===== config.mk =====
export PLATFORM = sky130hd
export DESIGN_NAME = adder_issue_ctrl_flat
export DESIGN_NICKNAME = d
export VERILOG_FILES = /design/src/rtl/adder_issue_pkg.sv /design/src/rtl/adder_issue_ctrl_if.sv /design/src/rtl/adder_result_fifo.sv /design/src/rtl/adder_issue_ctrl.sv /design/src/flat_wrapper.sv
export SDC_FILE = /design/constraint.sdc
export NUM_CORES = 1
export LEC_CHECK = 0
export BUFFER_PORTS_ARGS = -buffer_cell sky130_fd_sc_hd__buf_4
export CORE_ASPECT_RATIO = 1.5
export CORE_MARGIN = 2
export CORE_UTILIZATION = 41
export DETAILED_ROUTE_END_ITERATION = 8
export PLACE_DENSITY_LB_ADDON = 0.2
export SLEW_MARGIN = 0
export SYNTH_ARGS = -nofsm -noshare
export SYNTH_HDL_FRONTEND = slang
export SYNTH_SLANG_ARGS = --single-unit

===== constraint.sdc =====
create_clock -name clk -period 3.23 [get_ports clk]
set_clock_uncertainty 0.2 [all_clocks]
set_input_delay 0 -clock clk [delete_from_list [all_inputs] [get_ports clk]]
set_output_delay 0 -clock clk [all_outputs]
set_load 0.01 [all_outputs]

===== src/rtl/adder_issue_pkg.sv =====
// Shared types and default sizing for the adder issue controller.
package adder_issue_pkg;

  localparam int unsigned DefWidth     = 16;
  localparam int unsigned DefLatency   = 2;
  localparam int unsigned DefFifoDepth = 4;

  typedef enum logic [1:0] {
    StWarmup,
    StRun,
    StFault
  } state_e;

  typedef struct packed {
    logic                carry;
    logic [DefWidth-1:0] sum;
  } result_t;

endpackage


===== src/rtl/adder_issue_ctrl_if.sv =====
// Upstream operand, downstream result and adder-facing signals of the issue controller.
interface adder_issue_ctrl_if #(
  parameter int unsigned WIDTH = adder_issue_pkg::DefWidth
);
  logic             in_valid;
  logic             in_ready;
  logic [WIDTH-1:0] in_a;
  logic [WIDTH-1:0] in_b;
  logic             out_valid;
  logic             out_ready;
  logic [WIDTH-1:0] out_sum;
  logic             out_carry;
  logic             adder_ce;
  logic [WIDTH-1:0] adder_a;
  logic [WIDTH-1:0] adder_b;
  logic             adder_valid;
  logic [WIDTH-1:0] adder_s;
  logic             fault;

  // Controller side.
  modport slave (
    input  in_valid, in_a, in_b, out_ready, adder_valid, adder_s,
    output in_ready, out_valid, out_sum, out_carry, adder_ce, adder_a, adder_b, fault
  );

  // Environment side: upstream producer, downstream consumer and the adder itself.
  modport master (
    output in_valid, in_a, in_b, out_ready, adder_valid, adder_s,
    input  in_ready, out_valid, out_sum, out_carry, adder_ce, adder_a, adder_b, fault
  );
endinterface


===== src/rtl/adder_result_fifo.sv =====
// Synchronous result FIFO; pointers wrap modulo Depth, count has one extra bit for "full".
module adder_result_fifo #(
  parameter int unsigned Width = 17,
  parameter int unsigned Depth = 4,
  localparam int unsigned CntW = $clog2(Depth) + 1
) (
  input  logic             clk_i,
  input  logic             rst_ni,
  input  logic             push_i,
  input  logic [Width-1:0] data_i,
  input  logic             pop_i,
  output logic [CntW-1:0]  count_o,
  output logic [Width-1:0] head_o
);

  localparam int unsigned PtrW = (Depth > 1) ? $clog2(Depth) : 1;

  logic [Width-1:0] mem_q [Depth];
  logic [PtrW-1:0]  wr_q, wr_d, rd_q, rd_d;
  logic [CntW-1:0]  count_q, count_d;

  function automatic logic [PtrW-1:0] wrap_inc(input logic [PtrW-1:0] ptr);
    return (ptr == PtrW'(Depth - 1)) ? '0 : ptr + 1'b1;
  endfunction

  always_comb begin
    wr_d    = push_i ? wrap_inc(wr_q) : wr_q;
    rd_d    = pop_i ? wrap_inc(rd_q) : rd_q;
    count_d = count_q;
    case ({push_i, pop_i})
      2'b10:   count_d = count_q + 1'b1;
      2'b01:   count_d = count_q - 1'b1;
      default: count_d = count_q;
    endcase
  end

  always_ff @(posedge clk_i or negedge rst_ni) begin
    if (!rst_ni) begin
      wr_q    <= '0;
      rd_q    <= '0;
      count_q <= '0;
    end else begin
      wr_q    <= wr_d;
      rd_q    <= rd_d;
      count_q <= count_d;
    end
  end

  // Storage needs no reset: the head is only consumed while count is non-zero.
  always_ff @(posedge clk_i) begin
    if (push_i) mem_q[wr_q] <= data_i;
  end

  assign count_o = count_q;
  assign head_o  = mem_q[rd_q];

endmodule


===== src/rtl/adder_issue_ctrl.sv =====
// Issue controller for the pipelined adder: keeps CE high, tracks in-flight ops against the
// adder latency and returns {carry, sum} through a credit-protected result FIFO.
module adder_issue_ctrl
  import adder_issue_pkg::*;
#(
  parameter int unsigned WIDTH      = DefWidth,
  parameter int unsigned LATENCY    = DefLatency,
  parameter int unsigned FIFO_DEPTH = DefFifoDepth
) (
  input logic               clk,
  input logic               rst_n,
  adder_issue_ctrl_if.slave bus
);

  localparam int unsigned CntW = $clog2(FIFO_DEPTH) + 1;
  localparam int unsigned InfW = $clog2(LATENCY + 1);

  state_e                          state_q, state_d;
  logic                            ce_q;
  logic [LATENCY-1:0]              flag_q, flag_d;
  logic [LATENCY-1:0][WIDTH-1:0]   a_q, a_d;
  logic [InfW-1:0]                 inflight_q, inflight_d;
  logic [CntW-1:0]                 fifo_count;
  logic [WIDTH:0]                  fifo_head;
  logic [31:0]                     credit;
  logic                            running, issue, capture, pop, out_valid, carry;

  always_comb begin
    state_d = state_q;
    case (state_q)
      StWarmup: if (bus.adder_valid) state_d = StRun;
      StRun:    if (!bus.adder_valid) state_d = StFault;
      StFault:  state_d = StFault;
      default:  state_d = StWarmup;
    endcase
  end

  // A same-cycle pop frees its credit immediately; push only moves an op from in-flight to FIFO.
  always_comb begin
    running   = (state_q == StRun);
    out_valid = (fifo_count != '0);
    pop       = out_valid && bus.out_ready;
    credit    = 32'(fifo_count) + 32'(inflight_q) - 32'(pop);
    issue     = running && bus.in_valid && (credit < FIFO_DEPTH);
    capture   = flag_q[LATENCY-1] && running && bus.adder_valid;
    carry     = (bus.adder_s < a_q[LATENCY-1]);
  end

  always_comb begin
    flag_d[0] = issue;
    a_d[0]    = bus.in_a;
    for (int i = 1; i < LATENCY; i++) begin
      flag_d[i] = flag_q[i-1];
      a_d[i]    = a_q[i-1];
    end
    case ({issue, flag_q[LATENCY-1]})
      2'b10:   inflight_d = inflight_q + 1'b1;
      2'b01:   inflight_d = inflight_q - 1'b1;
      default: inflight_d = inflight_q;
    endcase
  end

  always_ff @(posedge clk or negedge rst_n) begin
    if (!rst_n) begin
      state_q    <= StWarmup;
      ce_q       <= 1'b0;
      flag_q     <= '0;
      a_q        <= '0;
      inflight_q <= '0;
    end else begin
      state_q    <= state_d;
      ce_q       <= 1'b1;
      flag_q     <= flag_d;
      a_q        <= a_d;
      inflight_q <= inflight_d;
    end
  end

  adder_result_fifo #(
    .Width (WIDTH + 1),
    .Depth (FIFO_DEPTH)
  ) u_fifo (
    .clk_i   (clk),
    .rst_ni  (rst_n),
    .push_i  (capture),
    .data_i  ({carry, bus.adder_s}),
    .pop_i   (pop),
    .count_o (fifo_count),
    .head_o  (fifo_head)
  );

  assign bus.in_ready  = running && (credit < FIFO_DEPTH);
  assign bus.adder_ce  = ce_q;
  assign bus.adder_a   = issue ? bus.in_a : '0;
  assign bus.adder_b   = issue ? bus.in_b : '0;
  assign bus.out_valid = out_valid;
  assign bus.out_sum   = out_valid ? fifo_head[WIDTH-1:0] : '0;
  assign bus.out_carry = out_valid && fifo_head[WIDTH];
  assign bus.fault     = (state_q == StFault);

endmodule


===== src/flat_wrapper.sv =====
// flat-port wrapper written by rule: the top's interface ports become plain ports
module adder_issue_ctrl_flat import adder_issue_pkg::*;
#(
  parameter int unsigned WIDTH      = DefWidth,
  parameter int unsigned LATENCY    = DefLatency,
  parameter int unsigned FIFO_DEPTH = DefFifoDepth
)
  (clk, rst_n, bus_in_valid, bus_in_a, bus_in_b, bus_out_ready, bus_adder_valid, bus_adder_s, bus_in_ready, bus_out_valid, bus_out_sum, bus_out_carry, bus_adder_ce, bus_adder_a, bus_adder_b, bus_fault);
  adder_issue_ctrl_if #(.WIDTH(WIDTH)) bus_i ();
  input logic clk;
  input logic rst_n;
  input wire logic [$bits(bus_i.in_valid)-1:0] bus_in_valid;
  input wire logic [$bits(bus_i.in_a)-1:0] bus_in_a;
  input wire logic [$bits(bus_i.in_b)-1:0] bus_in_b;
  input wire logic [$bits(bus_i.out_ready)-1:0] bus_out_ready;
  input wire logic [$bits(bus_i.adder_valid)-1:0] bus_adder_valid;
  input wire logic [$bits(bus_i.adder_s)-1:0] bus_adder_s;
  output wire logic [$bits(bus_i.in_ready)-1:0] bus_in_ready;
  output wire logic [$bits(bus_i.out_valid)-1:0] bus_out_valid;
  output wire logic [$bits(bus_i.out_sum)-1:0] bus_out_sum;
  output wire logic [$bits(bus_i.out_carry)-1:0] bus_out_carry;
  output wire logic [$bits(bus_i.adder_ce)-1:0] bus_adder_ce;
  output wire logic [$bits(bus_i.adder_a)-1:0] bus_adder_a;
  output wire logic [$bits(bus_i.adder_b)-1:0] bus_adder_b;
  output wire logic [$bits(bus_i.fault)-1:0] bus_fault;
  assign bus_i.in_valid = bus_in_valid;
  assign bus_i.in_a = bus_in_a;
  assign bus_i.in_b = bus_in_b;
  assign bus_i.out_ready = bus_out_ready;
  assign bus_i.adder_valid = bus_adder_valid;
  assign bus_i.adder_s = bus_adder_s;
  assign bus_in_ready = bus_i.in_ready;
  assign bus_out_valid = bus_i.out_valid;
  assign bus_out_sum = bus_i.out_sum;
  assign bus_out_carry = bus_i.out_carry;
  assign bus_adder_ce = bus_i.adder_ce;
  assign bus_adder_a = bus_i.adder_a;
  assign bus_adder_b = bus_i.adder_b;
  assign bus_fault = bus_i.fault;
  adder_issue_ctrl #(.WIDTH(WIDTH), .LATENCY(LATENCY), .FIFO_DEPTH(FIFO_DEPTH)) u_core (.clk(clk), .rst_n(rst_n), .bus(bus_i));
endmodule

-- After elaboration in Yosys (flattened, before gate mapping)
Memory sizes are Yosys's and may differ from the RTL's.
Index checks and enable logic that the tools add are counted.
Widths: inputs -> output; s select.
- reductions and logical operators: 12
- div/mod/pow operators: 0
- eq/ne operators: 10
- bitwise logic cells: 0
- shift-type cells: 0
- multiply operators: 0
- add/sub/neg operators: 8
- magnitude comparators: 2
- muxes and demuxes: 12
- operators with widths (cell ; number):
    $mux 16 ; 3
    $lt 32x3->1 const B ; 1
    $sub 32x1->32 ; 1
    $lt 16x16->1 ; 1
    $eq 2x2->1 const B ; 5
    $mux 2 ; 4
    $logic_and 1x1->1 ; 7
    $add 2x1->2 const B ; 3
    $eq 2x1->1 const B ; 3
    $pmux 2 s3 ; 1
    $pmux 3 s2 ; 1
    $add 3x2->4 ; 1
    $ne 2x2->1 const B ; 2
    $pmux 2 s2 ; 1
    $reduce_bool 2->1 ; 2
    $add 3x1->3 const B ; 1
    $reduce_bool 3->1 ; 1
    $sub 3x1->3 const B ; 1
    $logic_not 2->1 ; 1
    $mux 1 ; 2
    $reduce_and 2->1 ; 1
    $sub 2x1->2 const B ; 1
- input port bits: 53
- memories: 1
- register bits after elaboration: 46
- latch bits: 0
- logic and storage cells: 54
- ROM bits: 0
- RAM bits: 68
- output and inout bits: 53
- memory list (memory ; depth ; bits a word ; rd ports ; clocked after memory_dff ; wr ports ; line ; text):
    u_core.u_fifo.mem_q ; 4 ; 17 ; 1 ; 0 ; 1 ; adder_result_fifo.sv:18 ; logic [Width-1:0] mem_q [Depth];

-- Longest topological paths before layout
- word-level depth: 7
- mapped depth: 14
- mapped depth without buffers: 13

-- By module
Synthesis repeated with hierarchy kept, for this count alone.
- cells, all modules: 309
- area, all modules: 4888.4 µm²
- by module, submodules not included (module ; instances ; cells each ; area each (µm²)):
    adder_result_fifo ; 1 ; 122 ; 2894.0
    adder_issue_ctrl ; 1 ; 187 ; 1994.4

-- Worst setup path after synthesis
OpenSTA, ideal clock, no wires.
- path type: reg-to-reg
- from: register u_core.u_fifo.count_q[0] (netlist: u_core.u_fifo.count_o[0])
- to: register u_core.inflight_q[1]
- path slack: -190 ps
- required time: 2951 ps
- setup time: 79 ps
- cell stages (with the launch flop): 14
- clock period less this slack: 3420 ps
- arrival time: 3141 ps
- path buffers: 1
- cell sequence: dfrtp_1 > ha_1 > fa_1 > or3_4 > nor2_1 > ha_1 > nand2_1 > or4_4 > mux2i_4 > buf_4 > inv_2 > ha_1 > nor2_1 > xor2_1
- cells in the longest elaborated chain, start to end: 7
- elaborated cells between the ends (all ways): 10
- RTL lines (what ; line ; text):
    start: declaration ; adder_result_fifo.sv:20 ; logic [CntW-1:0] count_q, count_d;
    start signal: assignment ; adder_result_fifo.sv:45 ; count_q <= count_d;
    branches (longest 2 deep; another with $add 3x2->4) ; -- ;
    $sub 32x1->32 (*) ; adder_issue_ctrl.sv:43 ; credit = 32'(fifo_count) + 32'(inflight_q) - 32'(pop);
    $lt 32x3->1 (*) ; adder_issue_ctrl.sv:44 ; issue = running && bus.in_valid && (credit < FIFO_DEPTH);
    $logic_and 1x1->1 (*) ; adder_issue_ctrl.sv:44 ;
    via u_core.issue ; adder_issue_ctrl.sv:26 ; logic running, issue, capture, pop, out_valid, carry;
    $eq 2x1->1 / $eq 2x2->1 (equally long branches) ; adder_issue_ctrl.sv:56 ; case ({issue, flag_q[LATENCY-1]})
    $pmux 2 s2 / $reduce_bool 2->1 (equally long branches) ; -- ;
    end signal: assignment ; adder_issue_ctrl.sv:75 ; inflight_q <= inflight_d;
    end: declaration ; adder_issue_ctrl.sv:22 ; logic [InfW-1:0] inflight_q, inflight_d;
Mark *: on every way through the listed nets, which the timed path passes.
A chain may end at the register's enable or synchronous reset.

-- Worst setup path in the final report
- from: register u_core.inflight_q[0]
- to: output port bus_adder_a[11]
- cells in the longest elaborated chain, start to end: 5
- RTL lines (what ; line ; text):
    $add 3x2->4 ; adder_issue_ctrl.sv:43 ;
    $sub 32x1->32 ; adder_issue_ctrl.sv:43 ;
    $lt 32x3->1 ; adder_issue_ctrl.sv:44 ;
    $logic_and 1x1->1 ; adder_issue_ctrl.sv:44 ;
    $mux 16 ; adder_issue_ctrl.sv:94 ; assign bus.adder_a = issue ? bus.in_a : '0;
    end: declaration ; flat_wrapper.sv:23 ; output wire logic [$bits(bus_i.adder_a)-1:0] bus_adder_a;
No other way between the ends.

==> results by group <==
Yosys
  – Number of flops mapped to enable cells by yosys: 68
  – Synth Cell Area: approximately 4900 µm²
  – Synth Net Count: 396
  – FF+latch count, synth: 114
  – Synth Warn #: 0
  – Syn avg cell area: 15.6 µm²
  – Async set-reset flop share out of synthesis: 0.404
  – Predominant post-synthesis flop cell: edfxtp_1
  – Distinct cells, synth: 40
  – Synth Instances: ~310
  – Register area share after synthesis: 0.657

Timing
  – Crit share post-route: 1.07
  – RSZ-0062 raised after global routing: true
  – Worst-margin pin slew: 0.859 ns
  – Hold_ws: 0.0468 ns
  – # setup viols final: 34
  – Slew Limit Fails: 0
  – F_max: between 200 and 300 MHz
  – Final hold vios: 0
  – Min Tclk post-route: 3.47 ns
  – Setup WS post-layout: -0.240 ns
  – Slew Limit Headroom: 0.427

Clock network
  – Clock Sinks: 114
  – CTS tree: done
  – Clk slew on worst S/H paths: 0.06 ns
  – Clock Latency Late Sink: between 0.4 and 0.5 ns
  – Clock Path Buffers: 2
  – TritonCTS Buffers: 17
  – CTS root buf: clkbuf_16
  – Htree depth: 4

Place
  – DP Wirelength: around 6400 µm
  – RePlAce Congestion: 0.779
  – PortBufs: 105

Worst setup path
  – Setup Crit Path Kind: reg2out
  – Critical path arrival: 3.27 ns
  – FF-to-FF End: u_core.inflight_q[1]
  – Crit Path Max Fanout: 8
  – Critical Path End Type: output pin
  – Critical path launch point: u_core.inflight_q[0]
  – Reg2reg setup slack: -0.16 ns
  – Worst Reg-to-Reg Cells: 15
  – Type of origin of the critical path: register
  – CP Data Required Time: 3.03 ns
  – R2r startpoint: u_core.inflight_q[0]

Final layout
  – Util after Layout: 0.614
  – Final nets: approximately 570
  – Antenna diode count: 0
  – Area grow syn2layout: 45.9%
  – Layout cell share with drive strength beyond 1: 0.402

Die
  – Core area: 11500 µm²
  – Row count: 48
  – Initial Utilization: 0.421
  – Die span in x: ~93 µm
  – Die area: 12800 µm²
  – Die height: around 140 µm
  – Io pins: 106

Hold path
  – Worst Hold Path EP: u_core.a_d[23]
  – Worst Hold Depth: 2
  – Path category of the worst min-delay check: in2reg
  – Hold_sp: bus_in_a[7]

Detailed routing
  – Drc violations: 0
  – Post-DR wirelength/cell: 15.3 µm
  – Vias: 3010
  – ANT nets after route: 0
  – DRT iter0 DRCs: between 100 and 150
  – Routed WL: 9900 µm
  – Drt first pass iters: 6
  – Vias per cell: between 4 and 5

Power and ir drop
  – Static Leak: roughly 0.003 µW
  – Maximum vdd ir drop: approximately 0.46 mV
  – Pwr per Cell Area: around 760 nW/µm²

Global routing
  – First-pass GRT wire length: 15400 µm
  – Largest net degree at the start of global routing: 47
  – All-Layer GR Usage: 0.162
  – Initial antenna violation count: 0
  – Grt total ovfl: 0
  – Vias in the first global route: 3130

Outcome
  – Failing checks: setup timing
  – Run status: finished with violations

Job
  – Max Cap Viol: 0
logic make-up after synthesis:
group | Yosys count | synth area share
adders and majority gates | 31 | 0.0829
DFF | 114 | 0.657
other | 1 | 0.000772
buffers and inverters | 36 | 0.0296
and+or+nand+nor | 83 | 0.103
AOI/OAI and AO/OA | 19 | 0.0245
muxes | 20 | 0.0878
xor gates and xnor gates | 8 | 0.0144
power by group:
part           total, µW  internal [µW]  switching, µW
registers           1780           1660            123
logic               1850           1050            800
clock network       1730           1060            673
metal layers:
metal  global-route usage  up-vias  part of all wire
met3               0.0492       20             0.045
met2                0.289       90              0.55
met4               0.0719        0             0.024
met1                0.177     1450              0.38
met5                    0        -                 0
li1                     -     1450                 -
cells in the final DEF (no fill, tap or decap), types with 3 or more instances in the layout:
cell	instances
buf_6	15
and2_4	13
a21oi_1	6
clkinv_4	3
xnor2_1	3
xor2_1	4
inv_1	26
o21ai_0	6
dlygate4sd3_1	37
buf_4	106
mux4_2	17
dfrtp_1	46
and2_1	23
clkinvlp_4	5
edfxtp_1	68
nand2_1	8
nor2b_1	17
clkbuf_16	18
nor3_1	3
nor2_1	3
ha_1	26
repair_timing:
item,4_1_cts,5_1_grt
gates cloned,1,1
endpoints found under the hold margin,133,0
endpoints found under the setup margin,32,34
setup buffers,4,0
gates resized for setup,7,31
hold buffers,38,0
pin swaps,1,12
how the worst max path moves through the flow:
stage	endpoint	slack [ns]	depth (start not counted)
4_1_cts	bus_adder_a[8]	-0.20	12
5_1_grt	bus_adder_a[11]	-0.40	12
6_report	bus_adder_a[11]	-0.24	12
2_1_floorplan	u_core.inflight_q[1]	-0.08	14
3_3_place_gp	u_core.inflight_q[1]	0.1	13
3_5_place_dp	u_core.inflight_q[1]	0.06	13
Yosys cell counts (5+ instances only):
master    number  area, µm²
inv_1         26       97.6
a21oi_1        6       30.0
ha_1          29        363
nor2_1         5       18.8
nor2b_1       17        106
nand2_1        9       33.8
and2_1        36        225
edfxtp_1      68       2040
mux4_2        17        383
dfrtp_1       46       1150
o21ai_0        6       30.0
registers in the layout (all words and copies together) (netlist names):
register,flops
u_core.u_fifo.wr_q,2
u_core.u_fifo.count_o,3
u_core.u_fifo.rd_q,2
u_core.a_q,16
u_core.bus.adder_ce,1
u_core.state_q,2
u_core.a_d,16
u_core.u_fifo.mem_q,68
u_core.flag_q,2
u_core.inflight_q,2
worst max-delay path: stages, from the launching register on:
cell,delay [ns]
dfrtp_1,0.38
ha_2,0.20
fa_1,0.42
or3_4,0.39
nor2_4,0.11
ha_4,0.14
nand2_2,0.06
or4_4,0.44
mux2i_4,0.18
buf_6,0.15
clkbuf_16,0.15
and2_1,0.12
buf_4,0.11
layout make-up:
type	count	area, µm²
Fill cell	905	4450
Clock buffer	17	425
Multi-Input combinational cell	162	1610
Timing Repair Buffer	162	1440
Sequential cell	114	3190
Clock inverter	15	136
Inverter	27	101
Tap cell	150	188
metrics by stage:
stage,std cells,setup WS (ns),setup TNS (ns),power [µW],instance area (µm²)
after detailed placement,571,0.0560,0,3440,5910
final,647,-0.240,-7.00,5370,7080
after CTS,646,-0.201,-6.26,5310,6950
after global routing,647,-0.398,-12.52,5690,7080
after floorplan,312,-0.0785,-0.0785,2760,4880
after global placement,571,0.0975,0,3400,5910
Note: power is estimated with default switching activity, not from simulation.
